==> src/rtl/exec_unit_p_pkg.sv <==
// -----------------------------------------------------------------------------
// exec_unit_p_pkg
//   Shared definitions for the NoobsCpu execute unit: opcode encoding,
//   status-flag layout and the control FSM state encoding.
//   Opcodes 0-B keep their legacy values; C-F are the carry-chain / compare /
//   multiply extensions.
// -----------------------------------------------------------------------------
package exec_unit_p_pkg;

   typedef enum logic [3:0] {
      OP_NOP    = 4'h0,
      OP_ADD    = 4'h1,
      OP_SUB    = 4'h2,
      OP_OR     = 4'h3,
      OP_AND    = 4'h4,
      OP_XOR    = 4'h5,
      OP_MEM_RD = 4'h6,
      OP_MEM_WR = 4'h7,
      OP_JMP    = 4'h8,
      OP_CALL   = 4'h9,
      OP_RET    = 4'hA,
      OP_IDLE   = 4'hB,
      OP_ADC    = 4'hC,
      OP_SBB    = 4'hD,
      OP_CMP    = 4'hE,
      OP_MUL    = 4'hF
   } op_e;

   // Flag register layout as seen on the flags port: {Z,N,C,V}.
   typedef struct packed {
      logic z;
      logic n;
      logic c;
      logic v;
   } flags_t;

   typedef enum logic [1:0] {
      ST_IDLE = 2'd0,
      ST_MUL  = 2'd1,
      ST_MEM  = 2'd2
   } state_e;

   function automatic logic is_mem_op(input op_e o);
      return (o == OP_MEM_RD) || (o == OP_MEM_WR);
   endfunction

endpackage

==> src/rtl/exec_mul_iter.sv <==
// -----------------------------------------------------------------------------
// exec_mul_iter
//   Iterative shift-add multiplier, one multiplier bit per clock.
//   i_start loads the operands; DATA_W iterations follow. o_done is high in the
//   cycle of the last iteration and o_prod then carries the full product, so
//   the caller can register it on that same edge.
// Ports
//   clk, reset_        clock, async active-low reset (aborts a multiply)
//   i_start            load i_a / i_b and begin
//   i_a, i_b           multiplicand / multiplier
//   o_done             last iteration in progress this cycle
//   o_prod             2*DATA_W product (valid with o_done)
// -----------------------------------------------------------------------------
module exec_mul_iter #(
   parameter int DATA_W = 8
) (
   input  logic                  clk,
   input  logic                  reset_,
   input  logic                  i_start,
   input  logic [DATA_W-1:0]     i_a,
   input  logic [DATA_W-1:0]     i_b,
   output logic                  o_done,
   output logic [2*DATA_W-1:0]   o_prod
);

   localparam int              CNT_W = $clog2(DATA_W);
   localparam logic [CNT_W-1:0] LAST = CNT_W'(DATA_W - 1);

   logic                 r_act;
   logic [CNT_W-1:0]     r_cnt;
   logic [2*DATA_W-1:0]  r_acc;
   logic [2*DATA_W-1:0]  r_mcand;
   logic [DATA_W-1:0]    r_mplier;
   logic [2*DATA_W-1:0]  w_acc_nxt;

   assign w_acc_nxt = r_acc + (r_mplier[0] ? r_mcand : '0);
   assign o_done    = r_act && (r_cnt == LAST);
   assign o_prod    = w_acc_nxt;

   always_ff @(posedge clk or negedge reset_) begin
      if (!reset_) begin
         r_act    <= 1'b0;
         r_cnt    <= '0;
         r_acc    <= '0;
         r_mcand  <= '0;
         r_mplier <= '0;
      end else if (i_start) begin
         r_act    <= 1'b1;
         r_cnt    <= '0;
         r_acc    <= '0;
         r_mcand  <= {{DATA_W{1'b0}}, i_a};
         r_mplier <= i_b;
      end else if (r_act) begin
         r_acc    <= w_acc_nxt;
         r_mcand  <= r_mcand << 1;
         r_mplier <= r_mplier >> 1;
         r_cnt    <= r_cnt + 1'b1;
         if (r_cnt == LAST) r_act <= 1'b0;
      end
   end

endmodule

==> src/rtl/exec_unit_p.sv <==
// -----------------------------------------------------------------------------
// exec_unit_p
//   NoobsCpu execute unit. Takes one decoded op per cycle over issue_vld /
//   issue_rdy, produces a registered single-cycle writeback, keeps the
//   {Z,N,C,V} flag register, runs MUL through exec_mul_iter and drives a
//   stalling data-memory request for MEM_RD / MEM_WR.
// Ports
//   clk, reset_                 clock, async active-low reset
//   issue_vld / issue_rdy       op handshake (ready only in IDLE)
//   op, src0, src1, imm,        decoded op and operands; operand 1 is imm
//   imm_vld, dst_reg, dst_addr  when imm_vld, else src1
//   reg_wr_en/sel/data          one-cycle writeback pulse
//   flags                       {Z,N,C,V}
//   busy                        multiply in flight
//   d_mem_*                     memory request, held until d_mem_ack
// -----------------------------------------------------------------------------
module exec_unit_p
   import exec_unit_p_pkg::*;
#(
   parameter int DATA_W = 8,
   parameter int ADDR_W = 12,
   parameter int RSEL_W = 3
) (
   input  logic              clk,
   input  logic              reset_,
   input  logic              issue_vld,
   output logic              issue_rdy,
   input  logic [3:0]        op,
   input  logic [DATA_W-1:0] src0,
   input  logic [DATA_W-1:0] src1,
   input  logic [DATA_W-1:0] imm,
   input  logic              imm_vld,
   input  logic [RSEL_W-1:0] dst_reg,
   input  logic [ADDR_W-1:0] dst_addr,
   output logic              reg_wr_en,
   output logic [RSEL_W-1:0] reg_wr_sel,
   output logic [DATA_W-1:0] reg_wr_data,
   output logic [3:0]        flags,
   output logic              busy,
   output logic              d_mem_en,
   output logic              d_mem_rd,
   output logic              d_mem_wr,
   output logic [ADDR_W-1:0] d_mem_addr,
   output logic [DATA_W-1:0] d_mem_data_out,
   input  logic [DATA_W-1:0] d_mem_data_in,
   input  logic              d_mem_ack
);

   state_e              r_state;
   flags_t              r_flags;
   logic                r_wr_en;
   logic [RSEL_W-1:0]   r_wr_sel;
   logic [DATA_W-1:0]   r_wr_data;
   logic [RSEL_W-1:0]   r_pend_sel;   // dst_reg of the in-flight MUL / MEM_RD
   logic                r_mem_en;
   logic                r_mem_rd;
   logic                r_mem_wr;
   logic [ADDR_W-1:0]   r_mem_addr;
   logic [DATA_W-1:0]   r_mem_dout;

   op_e                 w_op;
   logic                w_accept;
   logic [DATA_W-1:0]   w_op1;
   logic                w_cin;
   logic [DATA_W:0]     w_sum;
   logic [DATA_W-1:0]   w_res;
   logic                w_c;
   logic                w_v;
   logic                w_alu_wr;
   logic                w_alu_upd;
   flags_t              w_alu_flags;
   logic                w_mul_done;
   logic [2*DATA_W-1:0] w_mul_prod;
   logic [DATA_W-1:0]   w_mul_lo;

   assign w_op      = op_e'(op);
   assign issue_rdy = (r_state == ST_IDLE);
   assign w_accept  = issue_vld && issue_rdy;
   assign w_op1     = imm_vld ? imm : src1;
   // ADC/SBB chain on the flag register as it stands at issue, which already
   // holds the result of the op accepted one cycle earlier.
   assign w_cin     = ((w_op == OP_ADC) || (w_op == OP_SBB)) ? r_flags.c : 1'b0;

   // ---------------------------------------------------------------- ALU
   always_comb begin
      w_sum     = '0;
      w_res     = '0;
      w_c       = 1'b0;
      w_v       = 1'b0;
      w_alu_wr  = 1'b0;
      w_alu_upd = 1'b0;
      case (w_op)
         OP_ADD, OP_ADC: begin
            w_sum     = {1'b0, src0} + {1'b0, w_op1} + {{DATA_W{1'b0}}, w_cin};
            w_res     = w_sum[DATA_W-1:0];
            w_c       = w_sum[DATA_W];
            w_v       = (src0[DATA_W-1] == w_op1[DATA_W-1]) &&
                        (w_res[DATA_W-1] != src0[DATA_W-1]);
            w_alu_wr  = 1'b1;
            w_alu_upd = 1'b1;
         end
         OP_SUB, OP_SBB, OP_CMP: begin
            // The extra top bit of the (DATA_W+1)-bit difference is the borrow.
            w_sum     = {1'b0, src0} - {1'b0, w_op1} - {{DATA_W{1'b0}}, w_cin};
            w_res     = w_sum[DATA_W-1:0];
            w_c       = w_sum[DATA_W];
            w_v       = (src0[DATA_W-1] != w_op1[DATA_W-1]) &&
                        (w_res[DATA_W-1] != src0[DATA_W-1]);
            w_alu_wr  = (w_op != OP_CMP);
            w_alu_upd = 1'b1;
         end
         OP_OR: begin
            w_res = src0 | w_op1;  w_alu_wr = 1'b1;  w_alu_upd = 1'b1;
         end
         OP_AND: begin
            w_res = src0 & w_op1;  w_alu_wr = 1'b1;  w_alu_upd = 1'b1;
         end
         OP_XOR: begin
            w_res = src0 ^ w_op1;  w_alu_wr = 1'b1;  w_alu_upd = 1'b1;
         end
         default: ;
      endcase
   end

   assign w_alu_flags = flags_t'({(w_res == '0), w_res[DATA_W-1], w_c, w_v});

   // ---------------------------------------------------------- multiplier
   exec_mul_iter #(.DATA_W(DATA_W)) u_mul (
      .clk     (clk),
      .reset_  (reset_),
      .i_start (w_accept && (w_op == OP_MUL)),
      .i_a     (src0),
      .i_b     (w_op1),
      .o_done  (w_mul_done),
      .o_prod  (w_mul_prod)
   );

   assign w_mul_lo = w_mul_prod[DATA_W-1:0];

   // ------------------------------------------------------- control FSM
   always_ff @(posedge clk or negedge reset_) begin
      if (!reset_) begin
         r_state    <= ST_IDLE;
         r_flags    <= '0;
         r_wr_en    <= 1'b0;
         r_wr_sel   <= '0;
         r_wr_data  <= '0;
         r_pend_sel <= '0;
         r_mem_en   <= 1'b0;
         r_mem_rd   <= 1'b0;
         r_mem_wr   <= 1'b0;
         r_mem_addr <= '0;
         r_mem_dout <= '0;
      end else begin
         r_wr_en <= 1'b0;
         case (r_state)
            ST_IDLE: begin
               if (w_accept) begin
                  r_pend_sel <= dst_reg;
                  if (w_alu_wr) begin
                     r_wr_en   <= 1'b1;
                     r_wr_sel  <= dst_reg;
                     r_wr_data <= w_res;
                  end
                  if (w_alu_upd) r_flags <= w_alu_flags;
                  if (w_op == OP_MUL) begin
                     r_state <= ST_MUL;
                  end else if (is_mem_op(w_op)) begin
                     r_state    <= ST_MEM;
                     r_mem_en   <= 1'b1;
                     r_mem_rd   <= (w_op == OP_MEM_RD);
                     r_mem_wr   <= (w_op == OP_MEM_WR);
                     r_mem_addr <= dst_addr;
                     r_mem_dout <= src0;
                  end
               end
            end
            ST_MUL: begin
               if (w_mul_done) begin
                  r_wr_en   <= 1'b1;
                  r_wr_sel  <= r_pend_sel;
                  r_wr_data <= w_mul_lo;
                  r_flags   <= flags_t'({(w_mul_lo == '0), w_mul_lo[DATA_W-1],
                                         (w_mul_prod[2*DATA_W-1:DATA_W] != '0), 1'b0});
                  r_state   <= ST_IDLE;
               end
            end
            ST_MEM: begin
               if (d_mem_ack) begin
                  r_mem_en <= 1'b0;
                  r_mem_rd <= 1'b0;
                  r_mem_wr <= 1'b0;
                  r_state  <= ST_IDLE;
                  if (r_mem_rd) begin
                     r_wr_en   <= 1'b1;
                     r_wr_sel  <= r_pend_sel;
                     r_wr_data <= d_mem_data_in;
                  end
               end
            end
            default: r_state <= ST_IDLE;
         endcase
      end
   end

   assign busy           = (r_state == ST_MUL);
   assign flags          = r_flags;
   assign reg_wr_en      = r_wr_en;
   assign reg_wr_sel     = r_wr_sel;
   assign reg_wr_data    = r_wr_data;
   assign d_mem_en       = r_mem_en;
   assign d_mem_rd       = r_mem_rd;
   assign d_mem_wr       = r_mem_wr;
   assign d_mem_addr     = r_mem_addr;
   assign d_mem_data_out = r_mem_dout;

endmodule

==> config.mk <==
export PLATFORM = sky130hd
export DESIGN_NAME = exec_unit_p
export DESIGN_NICKNAME = d
export VERILOG_FILES = /design/src/rtl/exec_unit_p_pkg.sv /design/src/rtl/exec_mul_iter.sv /design/src/rtl/exec_unit_p.sv
export SDC_FILE = /design/constraint.sdc
export NUM_CORES = 1
export LEC_CHECK = 0
export ABC_AREA = 1
export BUFFER_PORTS_ARGS = -buffer_cell sky130_fd_sc_hd__buf_2
export CORE_ASPECT_RATIO = 0.6
export CORE_MARGIN = 2
export CORE_UTILIZATION = 45
export CTS_CLUSTER_SIZE = 30
export DETAILED_ROUTE_END_ITERATION = 10
export PLACE_DENSITY_LB_ADDON = 0.15
export SYNTH_ARGS = -nofsm -noshare
export SYNTH_HDL_FRONTEND = slang
export SYNTH_SLANG_ARGS = --single-unit
==> constraint.sdc <==
create_clock -name clk -period 3.1 [get_ports clk]
set_input_delay 0.465 -clock clk [delete_from_list [all_inputs] [get_ports clk]]
set_output_delay 0.465 -clock clk [all_outputs]
set_load 0.01 [all_outputs]
# --- After elaboration in Yosys (flattened, before gate mapping) ---
# Index checks and enable logic that the tools add are counted.
op_classes:
  addsub: 6
  eq_ne: 28
  bitwise_logic: 4
  n_mux: 60
  n_reduce_logical: 25
op_table:
  columns: ["operator", "n"]
  rows:
  - ["16-bit 2-to-1 mux", 5]
  - ["8-bit 2-to-1 mux", 8]
  - ["8-bit one-hot mux with 5 select lines", 1]
  - ["8-bit one-hot mux with 3 select lines", 1]
  - ["3-bit 2-to-1 mux", 7]
  - ["1-bit 2-to-1 mux", 20]
  - ["16-bit adder", 1]
  - ["4-bit by 3-bit equality test with 1-bit output (second input constant)", 4]
  - ["4-bit equality test (second input constant)", 4]
  - ["8-bit zero test", 2]
  - ["4-bit 2-to-1 mux", 3]
  - ["1-bit one-hot mux with 2 select lines", 6]
  - ["4-bit AND reduction", 3]
  - ["2-bit 2-to-1 mux", 5]
  - ["2-bit by 1-bit != test with 1-bit output (second input constant)", 5]
  - ["8-bit by 8-bit adder with 9-bit output", 1]
  - ["9-bit by 1-bit adder with 9-bit output", 1]
  - ["3-bit one-hot mux with 3 select lines", 1]
  - ["8-bit by 8-bit subtractor with 9-bit output", 1]
  - ["9-bit by 1-bit subtractor with 9-bit output", 1]
  - ["8-bit AND", 1]
  - ["4-bit by 2-bit equality test with 1-bit output (second input constant)", 2]
  - ["8-bit bitwise OR", 1]
  - ["4-bit one-hot mux with 2 select lines", 1]
  - ["other kinds (27)", 38]
word_totals:
  output_inout_bits: 41
  input_bits: 56
  word_cells: 142
  reg_bits: 88

# --- Longest topological paths before layout ---
# Gate-level depths: netlist of the first run.
depth:
  ltp_word: 10
  ltp_mapped: 18
  ltp_nobuf: 18

# --- Hierarchy ---
# Synthesis of the first run repeated with hierarchy kept, for this count alone.
unflattened:
  cells_unflattened: 886
  area_unflattened_um2: 6480.0
modules_own_cells:
  columns: ["mod", "area_each_um2", "cells_per_inst", "n_inst", "seq_area_each_um2"]
  rows:
  - ["exec_unit_p", 3684.8, 507, 1, 1101.1]
  - ["exec_mul_iter", 2795.2, 379, 1, 1101.1]

# --- Least setup slack after synthesis of the first run ---
# OpenSTA, ideal clock, no wires.
synth_timing:
  kind: "input -> register"
  start: "input port imm_vld"
  end: "register r_flags, in the netlist flags[3]"
  arrival_ns: 2.530
  path_buffers: 1
  setup_time_ns: 0.077
  path_stages: 16
  slack_ns: 0.493
  t_required_ns: 3.023
  path_cell_list: "clkbuf_1 nand2_1 o21ai_0 inv_1 fa_1 inv_1 ha_1 inv_1 nand2_1 nand3_1 nand3_1 nand3_1 nand3_1 nor2_1 nand4_1 a21oi_1"
synth_via:
  elab_chain_cells: 8
  word_cells_on_any_way: 13
  cone_classes: "add/sub (4); mux (5); bitwise (3); reduce/logical (1)"
synth_rtl:
  columns: ["item", "line", "source"]
  rows:
  - ["start, declared", "exec_unit_p.sv:32", "input logic imm_vld,"]
  - ["8-bit 2-to-1 mux (*)", "exec_unit_p.sv:79", "assign w_op1 = imm_vld ? imm : src1;"]
  - ["8-bit by 8-bit subtractor with 9-bit output / 8-bit by 8-bit adder with 9-bit output (equally long branches)", "exec_unit_p.sv:104, exec_unit_p.sv:94", null]
  - ["9-bit by 1-bit subtractor with 9-bit output / 9-bit by 1-bit adder with 9-bit output (equally long branches)", "exec_unit_p.sv:104, exec_unit_p.sv:94", null]
  - ["8-bit one-hot mux with 5 select lines (*)", "exec_unit_p.sv:92", "case (w_op)"]
  - ["8-bit zero test (*)", "exec_unit_p.sv:125", "assign w_alu_flags = flags_t'({(w_res == '0), w_res[DATA_W-1], w_c, w_v});"]
  - ["4-bit 2-to-1 mux (*)", "exec_unit_p.sv:165", "if (w_alu_upd) r_flags <= w_alu_flags;"]
  - ["4-bit 2-to-1 mux (*)", "exec_unit_p.sv:158", "if (w_accept) begin"]
  - ["4-bit one-hot mux with 2 select lines (*)", "exec_unit_p.sv:156", "case (r_state)"]
  - ["end signal, assigned", "exec_unit_p.sv:165", null]
  - ["end signal, assigned", "exec_unit_p.sv:183", "r_flags <= flags_t'({(w_mul_lo == '0), w_mul_lo[DATA_W-1],"]
  - ["end, declared", "exec_unit_p.sv:50", "flags_t r_flags;"]
# Mark *: on every way between the ends. The rest lies on a longest branch, timed or not. The select of a mux whose other input is x is not followed.
# A chain may end at the register's enable or synchronous reset.

# --- Worst setup path after layout of the first run ---
# Same ends and word-level chain as after synthesis.

==> results of run 1 <==
==> registers in the layout (all words and copies together), names as in the netlist, 2 cells and up <==
| signal | flops |
|---|---|
| u_mul.r_acc | 16 |
| reg_wr_sel | 3 |
| r_state | 2 |
| d_mem_addr | 12 |
| u_mul.r_cnt | 3 |
| r_pend_sel | 3 |
| u_mul.r_mcand | 16 |
| reg_wr_data | 8 |
| d_mem_data_out | 8 |
| flags | 4 |
| u_mul.r_mplier | 8 |
==> layer usage <==
metal | wire, um | part of all wire [%] | GRT usage (%) | up-vias
met5 | 0 | 0 | 0 | -
met1 | 10100 | 54 | 43.9 | 2723
met3 | 2220 | 12 | 7.88 | 9
met4 | 76 | 0.40 | 3.86 | 0
li1 | - | - | - | 3066
met2 | 6370 | 34 | 31.7 | 290
==> cells by family after synthesis <==
family,Yosys count,share of synthesized area [%]
flip-flops,88,34.5
XOR/XNOR,11,1.51
adder cells (fa/ha/maj),57,11.8
AO/OA/AOI/OAI,131,12.0
AND/OR/NAND/NOR,419,27.2
buffers and inverters,179,10.8
multiplexers,12,2.12
==> synthesized netlist by cell type (11+ instances only) <==
library cell | number | area [um2]
ha_1 | 52 | 651
o21ai_0 | 48 | 240
o22ai_1 | 12 | 75.1
buf_2 | 12 | 60.1
nor2_1 | 76 | 285
a21oi_1 | 39 | 195
inv_1 | 152 | 571
mux2_2 | 12 | 135
nand3_1 | 56 | 280
o221ai_1 | 11 | 96.3
dfrtp_1 | 88 | 2200
nand2_1 | 256 | 961
==> power groups by stage <==
| stage | Clock (mW) | Sequential [mW] | Combinational, mW |
|---|---|---|---|
| after global placement | 0 | 1.95 | 2.48 |
| final | 1.12 | 1.94 | 2.52 |
| after detailed placement | 0 | 1.94 | 2.49 |
| after floorplan | 0 | 1.96 | 1.59 |
| after CTS | 1.14 | 1.94 | 2.50 |
| after global routing | 1.19 | 2.00 | 2.83 |
==> cell type report <==
cell class | count | area (um2) | share of cell area (%)
inverters | 157 | 589 | 7.89
flip-flops and latches | 88 | 2200 | 29.5
repair buffers | 116 | 646 | 8.65
multi-input cells | 630 | 3490 | 46.8
well taps | 192 | 240 | 3.22
clock buffers | 10 | 229 | 3.07
clock inverters | 6 | 68.8 | 0.922
==> critical path: cells and delay by family <==
family | cells | cell delay (ns)
AND/OR/NAND/NOR | 9 | 0.93
adder cells (fa/ha/maj) | 2 | 0.83
AO/OA/AOI/OAI | 2 | 0.57
buffers and inverters | 2 | 0.28
==> worst max-delay path by stage <==
stage	startpoint	endpoint	cells past startpoint
finish	imm_vld	flags[3]	15
floorplan	imm_vld	flags[3]	16
CTS	imm_vld	flags[3]	15
detailed placement	imm_vld	flags[3]	15
global placement	imm_vld	flags[3]	15
global route	imm_vld	flags[3]	16
==> impl.org, run 1 <==
** CTS
- TritonCTS built the clock tree.
- Total clock buffers created by CTS :: 9
- The tree is rooted in a clkbuf_16.
- Setup Fix Bufs, Post-CTS :: 0
- Clock Sinks :: a little under 90
- Number of H-tree branching levels :: 3
- Post_cts resized :: 0
- At the later pin of the worst-skew pair, clock insertion delay measures around 0.35 ns.
- After clock tree synthesis, the clock-pin slew on the worst setup and hold paths is 0.07 ns.
- Max Root-Sink Buffers :: 2
- Cts-stage hold buffer count :: 0

** Die
- In this run the count of I/O pins placed on the die edge is 97.
- The initial utilization of the core area, before any placement, comes to between 40% and 50%.
- Die X :: 158 um
- Die Ht :: between 90 and 100 um
- Core Area :: around 0.014 mm2
- The floorplan step defined a die boundary enclosing 0.0152 mm2.
- In this run the core area contains 33 standard-cell rows.

** Place
- Summing all placed instances gives a cell area of slightly above 0.007 mm2.
- Detailed placement ended at an HPWL of approximately 15 mm.
- Before CTS, the worst setup slack after placement is around 0.042 ns.
- The number of placed instances, taps included, is 1183.
- Placer Congestion :: slightly below 1
- PortBufs :: 96

** Power
- Worst ir drop on vdd :: between 0.0004 and 0.0005 V
- The analysis attributes to cell leakage a power of ~4.3 nW.
- Summing internal, switching and leakage power gives 5.57 mW.
- In this run, flip-flops and latches consume 34.8% of the power.
- In this run the power spent charging and discharging nets is approximately 2.4 mW.
- Net switching is between 40% and 50% of the power.
- Cell internal power was estimated by the tool at approximately 3.2 mW.
- The clock network is responsible for between 20% and 30% of the overall power.
- Dividing total power by cell area gives a power density of about 750 mW/mm2.
- Per report_power, the combinational group accounts for 45.2% of the total.

** Worst setup path
- Type of element launching the critical path :: input pin
- Endpoint type of the worst setup path :: flop
- Endpoint of the worst-slack reg-to-reg timing path :: flags[1]
- Cell with the biggest individual delay on the critical path :: o21ai_0
- In this run the worst path has a maximum fanout of 13.
- On the worst path, the slowest cell contributes a delay of about 0.44 ns.
- Required time of the worst setup path :: ~3.4 ns
- Critical Path, Cell by Cell :: buf_2 -> buf_4 -> o21ai_0 -> ha_1 -> ha_1 -> nand2_1 -> nor2_1 -> nand2_1 -> nand3_1 -> nand2_1 -> nand3_1 -> nand3_1 -> nor2_1 -> nand4_1 -> a21oi_1
- Arr. time, crit path :: 3.08 ns
- The worst register-to-register path begins at u_mul.r_mplier[0].
- Worst reg-to-reg setup slack :: 0.42 ns
- Category of the critical setup timing path :: input pin to flop
- Cells on worst reg2reg path :: 15

** Cells and area
- With fillers left out, the area of the finished cells amounts to about 0.0075 mm2.
- For this run, the share of the core covered by cells in the final layout is about 54%.
- The library cell used most frequently in the layout, excluding fill and tap cells, is nand2_1.
- Final Net Count :: around 1100
- Leaving out fill and tap cells, the most frequent cells in the layout are nand2_1, inv_1, buf_2.
- The finished layout holds around 1200 standard cells, fillers aside.
- Fraction of layout cells with a size suffix above 1 :: 16.6%
- Relative to the synthesized area, the layout overhead comes to 17.0%.
- Final antenna diode count :: 0
- Fill cells in the final layout number about 1400.

** Drt
- In the routed layout, each cell is associated on average with a via count of 5.08.
- The first detailed-routing pass took 6 iterations.
- Total number of vias :: ~6000
- Summed over all layers, the routed wires come to 18.8 mm.
- Avg WL per Cell :: 15.7 um
- DRT iter0 DRCs :: roughly 550
- Post-route DRC :: 0
- Final antenna-violating net count :: 0

** STA
- After layout, the worst path uses 90.7% of the clock period.
- Top achievable clock speed :: roughly 360 MHz
- Pins Over Slew Limit :: 0
- Post-route clock skew :: roughly 0.013 ns
- Headroom to the max-slew limit came out at a little under three fifths.
- Tightest Pin Transition :: approximately 0.66 ns
- RSZ-0062 raised after global routing :: no
- Summed negative setup slack over all endpoints :: 0 ns
- Minimum setup slack in the final design :: approximately 0.29 ns
- Setup violations remaining at the end of the flow were counted as 0.
- Count of endpoints failing hold in the final timing report :: 0
- Minimum hold slack :: 0.148 ns
- The clock period could shrink to approximately 2.8 ns.

** GRT
- Pin count of the biggest net entering global routing :: 89
- Overall fraction of global-route tracks in use :: 26.2%
- The first global-routing pass estimated ~30 mm of wire.
- Via count of the first global-routing pass :: between 5000 and 6000
- The number of antenna violations at the first check in global routing came to 0.
- Aggregate global routing overflow :: 0

** Yosys
- Sequential elements use about a third of the synthesized area.
- Async S/R FF share, synth :: 100%
- Counting every net in the synthesized netlist gives slightly above 1000.
- Synthesized flop and latch total :: between 80 and 90
- Number of instances in the synthesized netlist :: between 800 and 900
- Total standard cell area after synthesis :: ~0.0064 mm2
- Synthesis instantiated 34 different standard cells from the library.
- Ys flop type :: dfrtp_1
- Count of flip-flops with a built-in enable after synthesis :: 0
- The Yosys step of the flow raised 0 warnings.
- In this run the mean area of a mapped cell was 7.11 um2.

** Run status
- The run finished with clean final reports.

** Flow run
- Max-cap violations in this run came to 0.

** Worst hold path
- Min-delay worst type :: input pin to async pin
Note: power is estimated with default switching activity, not from simulation.
==> run 2, diff against run 1 <==
Settings changed: CORE_MARGIN 2 to 1.5.
==> impl.org, run 2 (same netlist as run 1, synthesis figures left out) <==
** GRT
- For this run, the total global-route usage over all layers was measured as between 20% and 30%.
- Number of antenna violations at the first check in global routing :: 0
- The via count of the first global-routing pass came to ~5600.
- First-pass GRT wire length :: 30.3 mm
- The total overflow left after global routing is 0.
- Entering global routing, the biggest net connects 89 pins.

** STA
- At the pin with the least slew margin, the transition time is 0.569 ns.
- Based on the critical path, the design can be clocked at up to between 300 and 400 MHz.
- Setup repair after global routing left no endpoint under its margin.
- In this run the tightest slew margin relative to its limit is between 60% and 70%.
- Clock period minus worst slack :: approximately 2.7 ns
- Pins Over Slew Limit :: 0
- The clock arrives with approximately 0.0094 ns of skew.
- Summed negative setup slack over all endpoints :: 0 ns
- Of the available clock period, the critical path in the final layout requires between 80% and 90%.
- The count of final hold-check violations came to 0.
- Setup violations remaining at the end of the flow were counted as 0.

** Cells and area
- Fillers :: about 1400
- The finished cells cover 0.00751 mm2.
- The post-route netlist has around 17% of its cells at a drive strength greater than 1.
- Area grow syn2layout :: 17.7%
- Commonest non-fill, non-tap cell in the layout :: nand2_1
- Final antenna diode count :: 0
- The top cell types in the final layout, fill and taps aside, are nand2_1, inv_1, buf_2.
- Combined area of the multi-input logic cells :: ~0.0035 mm2
- In the final design database the tool counted 1118 nets.
- The finished layout holds around 1200 standard cells, fillers aside.
- The sequential cells in the finished layout cover a total of around 0.0022 mm2.

** Worst setup path
- The critical path contains buffers and inverters numbering 3 combined.
- STA puts the critical path data arrival time at about 3.0 ns.
- At the worst endpoint, the required time is between 3 and 4 ns.
- Along the worst path, the maximum fanout reaches 8.
- STA classifies the critical path startpoint as an input pin.
- Cell occurring most often along the worst timing path :: nand2_1
- Endpoint type of the worst setup path :: flop
- On the critical path, the stage with the largest delay is an instance of fa_1.
- The critical path is of the input pin to flop type.
- Traced cell by cell, the critical path runs through buf_2 -> buf_4 -> nand2_1 -> o21ai_0 -> buf_4 -> fa_1 -> fa_1 -> nor2_1 -> o21ai_0 -> nand4_1 -> o211ai_1 -> nand2_1 -> nand2_1 -> o21ai_0 -> nand2_1 -> nand3_2.
- Family of cells with the greatest summed delay on the critical path :: adder cells
- Max stage delay on crit path :: between 0.4 and 0.5 ns

** Run status
- The flow ran to the end, and the final reports show no timing, DRC or antenna violations.

** CTS
- Clock Sinks :: 88
- Max Root-Sink Buffers :: 2
- Clock tree synthesis inserted a total of 9 buffers.
- Clock-pin slew reported for the worst setup and hold paths after clock tree synthesis :: 0.07 ns
- Setup Fix Bufs, Post-CTS :: 0
- Clock latency reported for the late side of the worst-skew pair :: 0.35 ns
- TritonCTS built the clock tree.
- Number of H-tree branching levels :: 3
- Cts-stage hold buffer count :: 0
- Clock root buffer master :: clkbuf_16
- Once the clock tree was built, the resizer swapped 0 gates to a different size.

** Drt
- Router iterations before antenna repair :: 5
- The detail route stage leaves a number of antenna-violating nets equal to 0.
- Post-route DRC :: 0
- For this block, the initial DRC count from the detailed router was approximately 730.
- Via-to-Cell Ratio :: 5.12
- After detailed routing, the average wire length per cell comes to around 16 um.
- Summed over all layers, the routed wires come to roughly 19 mm.
- Detailed routing inserted a total of roughly 6200 vias.

** Die
- Number of top-level design ports :: 97
- Number of placement rows :: 33
- Once the floorplan was initialized, standard cells occupied 46.4% of the core.
- The die is between 150 and 200 um wide.
- From bottom edge to top edge, the die measures approximately 95 um.
- Core Area :: approximately 0.014 mm2
- Die area :: between 0.01 and 0.015 mm2

** Worst hold path
- The worst hold path belongs to the class input pin to async pin.

** Place
- Once placement completed, the tool counted placed cells totaling 1186.
- Summing all placed instances gives a cell area of roughly 0.0072 mm2.
- Placer Congestion :: 0.959
- In this run the tool buffered the top-level ports with 96 buffer cells.
- Half-perimeter wire length after detailed placement :: ~15 mm

** Power
- Leakage :: 4.31 nW
- Worst ir drop on vdd :: approximately 0.0004 V
- For this design the ratio of total power to cell area is ~750 mW/mm2.

** Flow run
- Max-capacitance violation count :: 0
[run 2: layout make-up]
cell class                 count  area share (%)
clock buffer                  10            3.18
clock inverter                 6            1.00
inverter                     157            7.85
multi-input combinational    630            46.5
sequential                    88            29.3
tap                          192            3.20
timing repair buffer         119            8.90
[run 2: power by group]
| part | internal (mW) | leakage, nW | switching (mW) |
|---|---|---|---|
| registers | 1.62 | 1.14 | 0.322 |
| logic | 0.946 | 3.02 | 1.57 |
| clock network | 0.659 | 0.151 | 0.516 |
| total | 3.23 | 4.31 | 2.41 |
[run 2: final timing paths]
check	from	to	slack [ns]	cells past startpoint
min in group clk	dst_addr[6]	d_mem_addr[6]	0.34	2
max in group asynchronous	reset_	u_mul.r_acc[9]	2.56	2
min reg2reg	r_pend_sel[0]	r_pend_sel[0]	0.48	2
min	reset_	d_mem_addr[10]	0.14	2
max	imm_vld	flags[1]	0.36	16
max reg2reg	u_mul.r_mplier[0]	flags[1]	0.46	15
[run 2: metrics by stage]
stage          utilization [%]  hold WS, ns  power [mW]  setup WS (ns)
2_1_floorplan                -        0.169        3.55          0.493
3_3_place_gp              52.3        0.454        4.43         0.0489
3_5_place_dp              52.3        0.469        4.43         0.0275
4_1_cts                   54.6        0.179        5.63          0.379
5_1_grt                   54.6        0.188        6.08          0.146
6_report                  54.6        0.142        5.63          0.361
[run 2: metal layers]
layer | GRT usage (%) | wire (um) | vias up
li1 | - | - | 3067
met1 | 44.0 | 10200 | 2795
met2 | 33.9 | 6610 | 279
met3 | 7.77 | 2060 | 9
met4 | 4.84 | 126 | 0
met5 | 0 | 0 | -
==> run 3, diff against run 2 <==
Settings changed: BUFFER_PORTS_ARGS -buffer_cell sky130_fd_sc_hd__buf_2 to unset, CORE_MARGIN 1.5 to 8, DONT_BUFFER_PORTS set to 1.
Clock period 3.1 ns to 3.3 ns, I/O delays scaled along.
==> impl.org, run 3 (same netlist as run 1, synthesis figures left out) <==
** Cells and area
- After the last flow step, the layout net total stands at around 1000.
- Commonest non-fill, non-tap cell in the layout :: nand2_1
- Measured on the finished design, the core utilization comes to around half.
- From synthesis to final layout, the design area changed by 8.96%.
- The post-route netlist has around 7.2% of its cells at a drive strength greater than 1.
- In the layout the commonest cells are nand2_1, inv_1, dfrtp_1.
- The number of antenna diodes in the final layout is 0.

** Place
- Input and output buffers added on the ports amount to 0.
- The wire-length estimate of the detail-placed layout is between 15 and 20 mm.
- Pre-CTS WS :: 0.410 ns
- Placer Congestion :: between 0.9 and 1

** Die
- Core Area :: between 0.01 and 0.015 mm2
- Pin placement for this block handled between 90 and 100 I/O pins.
- After floorplanning, the core was divided into 33 placement rows.
- For this configuration, the core starts out at a cell density of a little under half.
- Die area :: ~0.018 mm2
- Die Ht :: around 110 um
- The die is 170 um wide.

** CTS
- In this run the clock root is driven by a clkbuf_16.
- CTS tree :: built
- The H-tree was split into 3 levels.
- Post_cts resized :: 0
- Once the clock tree was built, the setup fixing pass inserted 0 buffers.
- In this run, CTS created clock tree buffers numbering 9.
- Max Root-Sink Buffers :: 2
- Clock-pin slew reported for the worst setup and hold paths after clock tree synthesis :: roughly 0.07 ns
- Clock Sinks :: between 80 and 90
- The number of hold buffers added after CTS was 1.
- Clock latency reported for the late side of the worst-skew pair :: 0.35 ns

** Power
- Sw frac :: between 40% and 50%
- Leakage :: about 3.9 nW
- Internal Power :: roughly 2.8 mW
- Part of the total power dissipated in combinational logic :: between 30% and 40%
- Proportion of power drawn by the clock network :: a little over a fifth
- Net switching power figure :: approximately 2.2 mW
- In this run the power density over the cells is approximately 720 mW/mm2.
- Sequential cells burn approximately 39% of the power.
- The worst-case IR drop observed on VDD is around 0.00034 V.

** Drt
- In the routed design, unresolved DRC markers number 0.
- In the final routed layout, each cell accounts on average for between 15 and 20 um.
- For this block, the routed nets add up to 19.4 mm of wire.
- Router iterations before antenna repair :: 5
- DRT iter0 DRCs :: between 500 and 600
- Via-to-Cell Ratio :: 5.22
- Final antenna-violating net count :: 0
- The detailed router placed 5728 vias in this run.

** STA
- RSZ-0062 raised after global routing :: no
- For this run, the top clock speed supported by timing is roughly 370 MHz.
- Worst max-slew margin expressed relative to the limit :: between 50% and 60%
- Count of endpoints failing hold in the final timing report :: 0
- Tightest Pin Transition :: between 0.6 and 0.7 ns
- After layout, the worst path uses approximately 83% of the clock period.
- Setup violations remaining at the end of the flow were counted as 0.
- Minimum setup slack in the final design :: between 0.5 and 0.6 ns
- The final max-slew violation count was 0.
- Post-route clock skew :: 0.00631 ns
- Clock period minus worst slack :: roughly 2.7 ns
- Summed negative setup slack over all endpoints :: 0 ns

** Worst setup path
- The critical path is of the flop to flop type.
- Crit path max fanout :: 27
- At the worst endpoint, the required time is 3.59 ns.
- Arr. time, crit path :: 3.01 ns
- The worst setup path is launched from a flop.
- The worst setup path is captured at a flop.

** Flow run
- Across the run, the number of max-cap violations was 0.

** GRT
- Overall fraction of global-route tracks in use :: a little over a fifth
- Via count of the first global-routing pass :: around 5300
- Entering global routing, the biggest net connects between 80 and 90 pins.
- Summed over all layers, the global routing overflow is 0.
- The first global-routing pass estimated slightly above 30 mm of wire.
- Number of antenna violations at the first check in global routing :: 0

** Worst hold path
- The min-delay analysis places its worst path in the category input pin to async pin.

** Run status
- Outcome :: completed
[run 3: cell types whose count changed in the layout (fill, tap and decap cells not counted), sizes merged]
cell / before / now
buf: 119 / 14
clkinvlp: 1 / 0
inv: 159 / 160
[run 3: cell type report]
type / instances / area (um2)
Multi-Input combinational cell: 630 / 3490
Tap cell: 192 / 240
Fill cell: 1361 / 6800
Sequential cell: 88 / 2200
Inverter: 157 / 589
Clock inverter: 6 / 73.8
Timing Repair Buffer: 14 / 125
Clock buffer: 10 / 229
[run 3: power by group through the flow]
stage               sequential (mW)  combinational, mW  clock (mW)
floorplan                      1.84               1.49           0
global placement               1.98               1.95           0
detailed placement             1.97               1.95           0
CTS                            1.97               1.99        1.10
global route                   2.03               2.25        1.14
finish                         1.96               2.00        1.07
[run 3: worst paths after layout]
kind	cells after the start	from	end	slack (ns)
setup / recovery	10	r_state[0]	u_mul.r_acc[9]	0.58
hold / removal	1	reset_	d_mem_data_out[7]	0.05
setup reg to reg	10	r_state[0]	u_mul.r_acc[9]	0.58
hold reg to reg	2	r_pend_sel[2]	r_pend_sel[2]	0.49
max in group asynchronous	1	reset_	u_mul.r_acc[3]	2.87
min in group clk	1	op[0]	d_mem_rd	0.25
[run 3: per-layer routing]
| metal | GRT usage [%] | vias to the layer above | wire length (um) |
|---|---|---|---|
| li1 | - | 2856 | - |
| met1 | 34.3 | 2626 | 10300 |
| met2 | 25.2 | 236 | 6580 |
| met3 | 9.24 | 10 | 2370 |
| met4 | 3.96 | 0 | 135 |
| met5 | 0 | - | 0 |
[run 3: stage by stage]
stage	power, mW	cell area, um2	std cells	hold WS [ns]
2_1_floorplan	3.34	6380	897	0.199
6_report	5.03	6950	1097	0.0545
5_1_grt	5.42	6950	1097	0.0721
3_5_place_dp	3.93	6620	1080	0.202
4_1_cts	5.05	6950	1097	0.0754
3_3_place_gp	3.93	6620	1080	0.202
[run 3: worst max-delay path, cell delays in order, from the launching register on]
cell,delay [ns]
dfrtp_1,0.43
inv_1,0.09
ha_1,0.33
nand2_1,0.28
inv_1,0.08
nand2_2,0.11
inv_2,0.06
nor2_2,0.51
inv_2,0.41
a21oi_1,0.26
a21o_1,0.10
